## src/rtl/mux_stream_n.sv

```systemverilog
// mux_stream_n: CHANNELS-input stream multiplexer feeding a one-deep registered
// output stage (EMPTY/FULL) that sustains one word per cycle.
// Build option: define MUX_STREAM_RR_EN to replace sel-based channel choice with
// round-robin arbitration among valid channels (sel is then ignored).
module mux_stream_n #(
  parameter int unsigned  WIDTH    = 8,
  parameter int unsigned  CHANNELS = 4,
  localparam int unsigned SEL_W    = (CHANNELS > 1) ? $clog2(CHANNELS) : 1
) (
  input  logic                      clk,
  input  logic                      rst,
  input  logic [CHANNELS*WIDTH-1:0] in_data,
  input  logic [CHANNELS-1:0]       in_valid,
  output logic [CHANNELS-1:0]       in_ready,
  input  logic [SEL_W-1:0]          sel,
  output logic [WIDTH-1:0]          out_data,
  output logic                      out_valid,
  input  logic                      out_ready,
  output logic [15:0]               xfer_count
);

  localparam logic [0:0] EMPTY = 1'b0;
  localparam logic [0:0] FULL  = 1'b1;

  logic [0:0]       state;
  logic [0:0]       state_nxt;
  logic [WIDTH-1:0] data_nxt;
  logic [15:0]      count_nxt;
  logic [SEL_W-1:0] chosen;
  logic             hit;
  logic             load;
  logic             take;
  logic [WIDTH-1:0] chosen_data;
  logic             chosen_valid;

`ifdef MUX_STREAM_RR_EN
  logic [SEL_W-1:0] ptr;
  logic             unused_sel;
  int unsigned      dist;
  int unsigned      best;

  assign unused_sel = ^sel;

  // Round-robin: pick the valid channel closest after the last granted one
  always_comb begin
    hit    = 1'b0;
    chosen = '0;
    dist   = 0;
    best   = CHANNELS;
    for (int unsigned k = 0; k < CHANNELS; k++) begin
      dist = (32'(k) + CHANNELS - 32'd1 - 32'(ptr)) % CHANNELS;
      if (in_valid[k] && (dist < best)) begin
        best   = dist;
        chosen = SEL_W'(k);
        hit    = 1'b1;
      end
    end
  end

  // Pointer remembers the last channel that completed an input transfer
  always_ff @(posedge clk or posedge rst) begin
    if (rst) begin
      ptr <= SEL_W'(CHANNELS - 1);
    end else if (take) begin
      ptr <= chosen;
    end
  end
`else
  assign chosen = sel;

  // Out-of-range select codes exist only when CHANNELS is not a power of two
  generate
    if (CHANNELS == (1 << SEL_W)) begin : g_full_range
      assign hit = 1'b1;
    end else begin : g_part_range
      assign hit = (sel < SEL_W'(CHANNELS));
    end
  endgenerate
`endif

  // Mux the chosen channel's payload and valid
  always_comb begin
    chosen_data  = '0;
    chosen_valid = 1'b0;
    for (int unsigned k = 0; k < CHANNELS; k++) begin
      if (chosen == SEL_W'(k)) begin
        chosen_data  = in_data[k*WIDTH +: WIDTH];
        chosen_valid = in_valid[k];
      end
    end
  end

  assign load = (state == EMPTY) || out_ready;
  assign take = hit && load && chosen_valid;

  // Only the chosen channel sees ready, and only when the stage can load
  always_comb begin
    in_ready = '0;
    for (int unsigned k = 0; k < CHANNELS; k++) begin
      in_ready[k] = !rst && load && hit && (chosen == SEL_W'(k));
    end
  end

  // Output stage next-state: load on input transfer, drain on output transfer
  always_comb begin
    state_nxt = state;
    data_nxt  = out_data;
    count_nxt = xfer_count;
    case (state)
      EMPTY: begin
        if (take) begin
          state_nxt = FULL;
          data_nxt  = chosen_data;
        end
      end
      FULL: begin
        if (out_ready) begin
          count_nxt = xfer_count + 16'd1;
        end
        if (take) begin
          data_nxt = chosen_data;
        end else if (out_ready) begin
          state_nxt = EMPTY;
        end
      end
      default: state_nxt = EMPTY;
    endcase
  end

  // Output stage registers
  always_ff @(posedge clk or posedge rst) begin
    if (rst) begin
      state      <= EMPTY;
      out_data   <= '0;
      xfer_count <= '0;
    end else begin
      state      <= state_nxt;
      out_data   <= data_nxt;
      xfer_count <= count_nxt;
    end
  end

  assign out_valid = (state == FULL);

endmodule

```

## config.mk

```make
export PLATFORM = sky130hd
export DESIGN_NAME = mux_stream_n
export DESIGN_NICKNAME = d
export VERILOG_FILES = /design/src/rtl/mux_stream_n.sv
export SDC_FILE = /design/constraint.sdc
export NUM_CORES = 1
export LEC_CHECK = 0
export BUFFER_PORTS_ARGS = -buffer_cell sky130_fd_sc_hd__buf_2
export CAP_MARGIN = 20
export CORE_MARGIN = 2
export CORE_UTILIZATION = 44
export DETAILED_ROUTE_END_ITERATION = 8
export MAX_ROUTING_LAYER = met4
export PLACE_DENSITY = 0.78
export SLEW_MARGIN = 30
export SYNTH_ARGS = -nofsm -noshare
export SYNTH_HDL_FRONTEND = slang
export SYNTH_SLANG_ARGS = --single-unit
export TNS_END_PERCENT = 100
```

## constraint.sdc

```tcl
create_clock -name clk -period 1.5 [get_ports clk]
set_input_delay 0.15 -clock clk [delete_from_list [all_inputs] [get_ports clk]]
set_output_delay 0.15 -clock clk [all_outputs]
set_load 0.02 [all_outputs]
```

==> metrics.md, run 1 <==
| Metric | Value |
|---|---|
| Status | complete, but fails checks |
| Failing checks | DRC |
| CP endpoint kind | primary output |
| Arr. time, crit path | 1260 ps |
| Post-route ant nets | 0 |
| Area of the multi-input gates | 695.7 sq um |
| Top cells by count, synth | dfrtp_1, xnor2_1, mux2_4, mux4_1, nor2_1 |
| Global-route wire length before repair | 4.457 mm |
| Sequential area share after synthesis | 46.82% |
| DR WL/cell | 12.89 microns |
| Placer Congestion | 0.7630 |
| Die Span X | 59.11 microns |
| Reg area | 625.6 sq um |
| CTS clock-pin slew for the worst setup and hold paths | 130 ps |
| Clock Sinks | 25 |
| Critical path required time | 1350 ps |
| Final Power | 1.987 mW |
| Least-Margin Pin Slew | 326.2 ps |
| Most common cell in the netlist | dfrtp_1 |
| CP Cell Sequence | nor2b_4, nor2_2, and3_4, buf_6 |
| Synthesis warning total | 0 |
| Worst Skew | 7.386 ps |
| Worst min-delay path category | input port to flip-flop |
| Maximum vdd drop | 0.4406 mV |
| Avg Cell Area, Syn | 13.78 sq um |
| Hold Vio Cnt, Final | 0 |
| Antenna Cells | 0 |
| Cell area after synthesis | 1336 sq um |
| Post-DP HPWL | 2.235 mm |
| DRT Wirelength | 2.682 mm |
| Number of global-route vias before repair | 1075 |
| DRC Markers | 1 |
| Port bufs | 69 |
| Startpoint types | flip-flop |
| Slowest CP cell | dfrtp_1 |
| Fraction of layout instances using a drive strength above 1 | 54.80% |
| Clk_lat worst skew | 310 ps |
| Yosys cell types | 23 |
| DIE AREA | 3494 sq um |
| TNS Setup | 0 ps |
| Period utilization | 94.19% |
| Synth top area cells | dfrtp_1, mux4_1, mux2_4 |
| Async set or reset register ratio after synthesis | 100.0% |
| Via count | 1090 |
| Max transition margin | 78.06% |
| H-tree Lvls | 1 |
| WS Path Type | flip-flop to primary output |
| Cell Pwr Density | 1077 nW/um^2 |
| FP Rows | 19 |
| Starting density of the core | 47.24% |
| Worst Setup SP | out_valid |
| Number of iterations in the first detailed-routing pass | 8 |
| Lkg Pwr | 0.9659 nW |
| Clock buffer depth | 2 |
| Post-DR vias/cell | 5.240 |
| Worst-path maximum fanout | 5 |
| Critical path's largest stage delay | 410 ps |
| Fmax | 0.7078 GHz |
| Top-area cell type share of the netlist area | 46.82% |
| Gr usage total | 17.34% |
| Post-synth EDFFs | 0 |
| Synth area leader | dfrtp_1 |
| Max-cap violation count | 0 |
| Root Buffer | clkbuf_4 |
| DR iter-0 viols | 23 |
| Layout fillers | 214 |
| Largest net degree at the start of global routing | 26 |
| Hold Path Origin | out_ready |
| Slew Limit Fails | 0 |
| Launching point of the worst reg2reg path | out_valid |
| GRT Residual Overflow | 0 |
| Initial antenna violation count | 0 |
| Core Region | 2829 sq um |
| IO Count | 70 |
| Fin nets | 220 |
| R2R setup slack | 110 ps |
| #FFs+latches synth | 25 |
| Num CTS Buffers | 3 |
| Die Ht | 59.11 microns |
| Syn_nets | 139 |
| Syn-to-layout area delta | 38.02% |
| Syn Inst Count | 97 |
| Post-route minimum period | 1413 ps |
| Final Setup Violations | 0 |
| TritonCTS clock tree | yes |
| Post-synth top flop | dfrtp_1 |
## final cells by class
class,count,share of cell area (%)
multi-input combinational,66,37.72
sequential,25,33.92
timing repair buffer,79,24.22
tap,31,2.103
clock buffer,4,1.425
inverter,3,0.6106
## what timing repair did
action                                 4_1_cts  5_1_grt
setup buffers                                1        0
hold buffers                                 1        0
endpoints found under the hold margin       25        0
gates cloned                                 0        0
resized for setup                            4        5
pin swaps                                    1        1
setup endpoints to repair                    4        3
## metrics by stage
stage / setup slack [ps] / utilization, % / cell area (sq um) / hold slack, ps / instances
final: 87.22 / 65.19 / 1844 / 167.0 / 208
after global routing: -23.30 / 65.19 / 1844 / 163.5 / 208
after CTS: 36.36 / 64.57 / 1827 / 151.9 / 208
after detailed placement: 18.01 / 62.85 / 1778 / 253.0 / 203
after global placement: 68.11 / 62.85 / 1778 / 250.5 / 203
after floorplan: 20.09 / - / 1343 / 177.3 / 97
## sequential cells by signal (all words and copies together) (netlist names)
signal      count
xfer_count     16
out_data        8
out_valid       1
## worst max-delay path: cells and delay by family (launching register included)
family	cells	cell delay [ps]
and+or+nand+nor	3	440
DFF	1	410
buffers and inverters	1	110
## path summary, 6_finish.rpt
path,end,depth (start not counted)
min in group asynchronous,out_data[1],4
max in group asynchronous,xfer_count[14],4
min,xfer_count[0],3
max,in_ready[3],4
max reg2reg,xfer_count[13],5
min reg2reg,xfer_count[15],1
## report_power, final
part	total (mW)	leakage, nW	switching [mW]	internal [mW]
Clock	0.285	0.0150	0.181	0.104
Combinational	0.765	0.639	0.391	0.374
Sequential	0.937	0.312	0.127	0.810
Total	1.99	0.966	0.698	1.29
## placed cells by master (no fill, tap or decap)
| cell type | synthesis | layout |
|---|---|---|
| clkbuf_4 | 0 | 3 |
| nor2b_4 | 0 | 1 |
| nor4b_2 | 0 | 1 |
| mux2_2 | 1 | 1 |
| nor3_2 | 0 | 1 |
| or2_2 | 1 | 1 |
| nor2_1 | 7 | 6 |
| dfrtp_1 | 25 | 25 |
| mux4_2 | 1 | 1 |
| nand2_1 | 6 | 6 |
| buf_12 | 0 | 1 |
| dlygate4sd3_1 | 0 | 1 |
| nand3_1 | 5 | 5 |
| buf_4 | 0 | 10 |
| nor4_1 | 2 | 2 |
| nor2_2 | 0 | 1 |
| mux4_1 | 8 | 8 |
| xor2_1 | 4 | 4 |
| mux2_4 | 8 | 8 |
| nand4_1 | 5 | 5 |
| nor3_1 | 2 | 1 |
| nand2b_1 | 1 | 1 |
| xnor2_1 | 11 | 11 |
| and3_4 | 0 | 1 |
| buf_2 | 0 | 66 |
| ha_1 | 1 | 1 |
| buf_6 | 1 | 1 |
| clkbuf_1 | 1 | 1 |
| inv_1 | 3 | 3 |
## per-layer routing
metal	vias to the layer above	share of wire [%]	GRT usage [%]
met5	-	0	-
met4	0	0	5.844
met3	0	7.4	3.493
met2	57	53	31.27
met1	518	39	18.92
li1	515	-	-
## cells by family after synthesis
| group | synth area share [%] |
|---|---|
| XOR/XNOR | 9.831 |
| flip-flops | 46.82 |
| multiplexers | 27.25 |
| AND/OR/NAND/NOR | 12.17 |
| buffers and inverters | 2.996 |
| adder cells (fa/ha/maj) | 0.9362 |
(Power assumes the default switching activity.)
==> run 2: changes to the inputs <==
--- a/config.mk
+++ b/config.mk
@@ -8,10 +8,10 @@
 export BUFFER_PORTS_ARGS = -buffer_cell sky130_fd_sc_hd__buf_2
 export CAP_MARGIN = 20
 export CORE_MARGIN = 2
-export CORE_UTILIZATION = 44
+export CORE_UTILIZATION = 40
 export DETAILED_ROUTE_END_ITERATION = 8
 export MAX_ROUTING_LAYER = met4
-export PLACE_DENSITY = 0.78
+export PLACE_DENSITY = 0.75
 export SLEW_MARGIN = 30
 export SYNTH_ARGS = -nofsm -noshare
 export SYNTH_HDL_FRONTEND = slang
==> constraint.sdc (replaced) <==
create_clock -name clk -period 1.2 [get_ports clk]
set_input_delay 0.12 -clock clk [delete_from_list [all_inputs] [get_ports clk]]
set_output_delay 0.12 -clock clk [all_outputs]
set_load 0.02 [all_outputs]
==> metrics.md, run 2 (same netlist as run 1, synthesis figures left out) <==
| Metric | Value |
|---|---|
| Status | complete, but fails checks |
| Failing checks | setup timing |
| DR iter-0 viols | 55 |
| Slowest CP cell | dfrtp_2 |
| Worst-path maximum fanout | 4 |
| Final Power | 2.803 mW |
| FF-to-FF path depth | 7 |
| Via count | 1144 |
| Global-route wire length before repair | 4.629 mm |
| Critical path's largest stage delay | 420 ps |
| Max-cap violation count | 0 |
| Critical path required time | 1080 ps |
| DIE AREA | 3819 sq um |
| Num CTS Buffers | 3 |
| Hold Vio Cnt, Final | 0 |
| Fraction of layout instances using a drive strength above 1 | 68.42% |
| TNS Setup | -3221 ps |
| Max FFs per register | 16 |
| Post-route ant nets | 0 |
| PnR worst setup slack | -307.6 ps |
| CP Cell Sequence | nor2b_4, buf_6, nor4b_4, buf_4 |
| R2R setup slack | -200 ps |
| Placer Congestion | 0.7589 |
| Setup crit end | in_ready[2] |
| Fin nets | 233 |
| Final Setup Violations | 26 |
| Worst min-delay path category | input port to flip-flop |
| CP endpoint kind | primary output |
| Largest net degree at the start of global routing | 26 |
| Worst Setup SP | out_valid |
| Slew Limit Fails | 0 |
| IO Count | 70 |
| Maximum vdd drop | 0.5762 mV |
| Launching point of the worst reg2reg path | out_valid |
| Placed cells | 225 |
| Gr usage total | 16.75% |
| Period utilization | 125.6% |
| GRT Residual Overflow | 0 |
| CTS clock-pin slew for the worst setup and hold paths | 130 ps |
| Most frequent cells in the layout | buf_2, buf_4, dfrtp_1 |
| FP Rows | 20 |
| Number of global-route vias before repair | 1162 |
| Syn-to-layout area delta | 55.52% |
| Clock buffer depth | 2 |
| Lkg Pwr | 1.075 nW |
| Startpoint types | flip-flop |
| Post-DR vias/cell | 4.889 |
| Post-route design area | 2078 sq um |
| TritonCTS clock tree | yes |
| Port bufs | 69 |
| Cell Pwr Density | 1349 nW/um^2 |
| Non-filler instance count after layout | 234 |
| Worst slack, placed | -185.6 ps |
| Worst Skew | 5.786 ps |
| Antenna Cells | 0 |
| Number of iterations in the first detailed-routing pass | 4 |
| H-tree Lvls | 1 |
| Reg2Reg Capture Point | xfer_count[5] |
| Clk_lat worst skew | 310 ps |
| Least-Margin Pin Slew | 313.2 ps |
| DRC Markers | 0 |
| Post-DP HPWL | 2.408 mm |
| Largest Register | xfer_count |
| RSZ-0062 raised after global routing | yes |
| Post-route minimum period | 1508 ps |
| WS Path Type | flip-flop to primary output |
| Starting density of the core | 42.72% |
| Die Span X | 61.80 microns |
| Die Ht | 61.80 microns |
| Commonest non-fill, non-tap cell in the layout | buf_2 |
| DR WL/cell | 12.77 microns |
| DRT Wirelength | 2.989 mm |
| Initial antenna violation count | 0 |
| Arr. time, crit path | 1390 ps |
| Core Region | 3128 sq um |
| Max transition margin | 79.06% |
| Root Buffer | clkbuf_4 |
| Fmax | 0.6633 GHz |
| Clock Sinks | 25 |
| Placed cell areas | 1898 sq um |
## run 2: cell type report
cell class,count,area [sq um]
fill,235,1050
multi-input combinational,66,768.2
sequential,25,638.1
timing repair buffer,92,575.6
tap,44,55.05
clock buffer,3,22.52
inverter,3,11.26
clock inverter,1,7.507
## run 2: worst min-delay path by stage
stage,startpoint,end,cells past startpoint
finish,out_ready,xfer_count[0],3
global route,out_ready,xfer_count[0],3
floorplan,rst,out_data[0],1
global placement,rst,out_data[5],3
CTS,out_ready,xfer_count[0],3
detailed placement,rst,out_data[5],3
## run 2: repair_timing
action	CTS	global route
buffers inserted	1	3
hold buffers	1	0
setup endpoints to repair	20	33
pin swaps	7	2
gates resized for setup	5	23
hold endpoints to repair	25	0
gates cloned	0	0
## run 2: worst max-delay path, delay by kind of cell, from the launching register on
family | cells | cell delay (ps)
buffers and inverters | 2 | 300
flip-flops | 1 | 420
AND/OR/NAND/NOR | 2 | 350
## run 2: power breakdown
group	total [mW]	switching, mW	internal, mW
combinational	1.27	0.612	0.663
sequential	1.16	0.127	1.03
clock	0.370	0.243	0.127
## run 2: through the flow
| stage | util [%] | hold WS, ps |
|---|---|---|
| 3_3_place_gp | 60.68 | 217.6 |
| 2_1_floorplan | - | 146.6 |
| 3_5_place_dp | 60.68 | 231.3 |
| 6_report | 66.44 | 129.9 |
| 5_1_grt | 66.44 | 124.8 |
| 4_1_cts | 62.96 | 108.9 |
## run 2: per-layer routing
layer	track usage [%]	wire length (microns)	vias up	share of wire, %
met3	3.313	216	2	7.2
met4	3.647	18	0	0.60
li1	-	-	547	-
met2	32.48	1621	64	54
met5	-	0	-	0
met1	17.20	1133	531	38
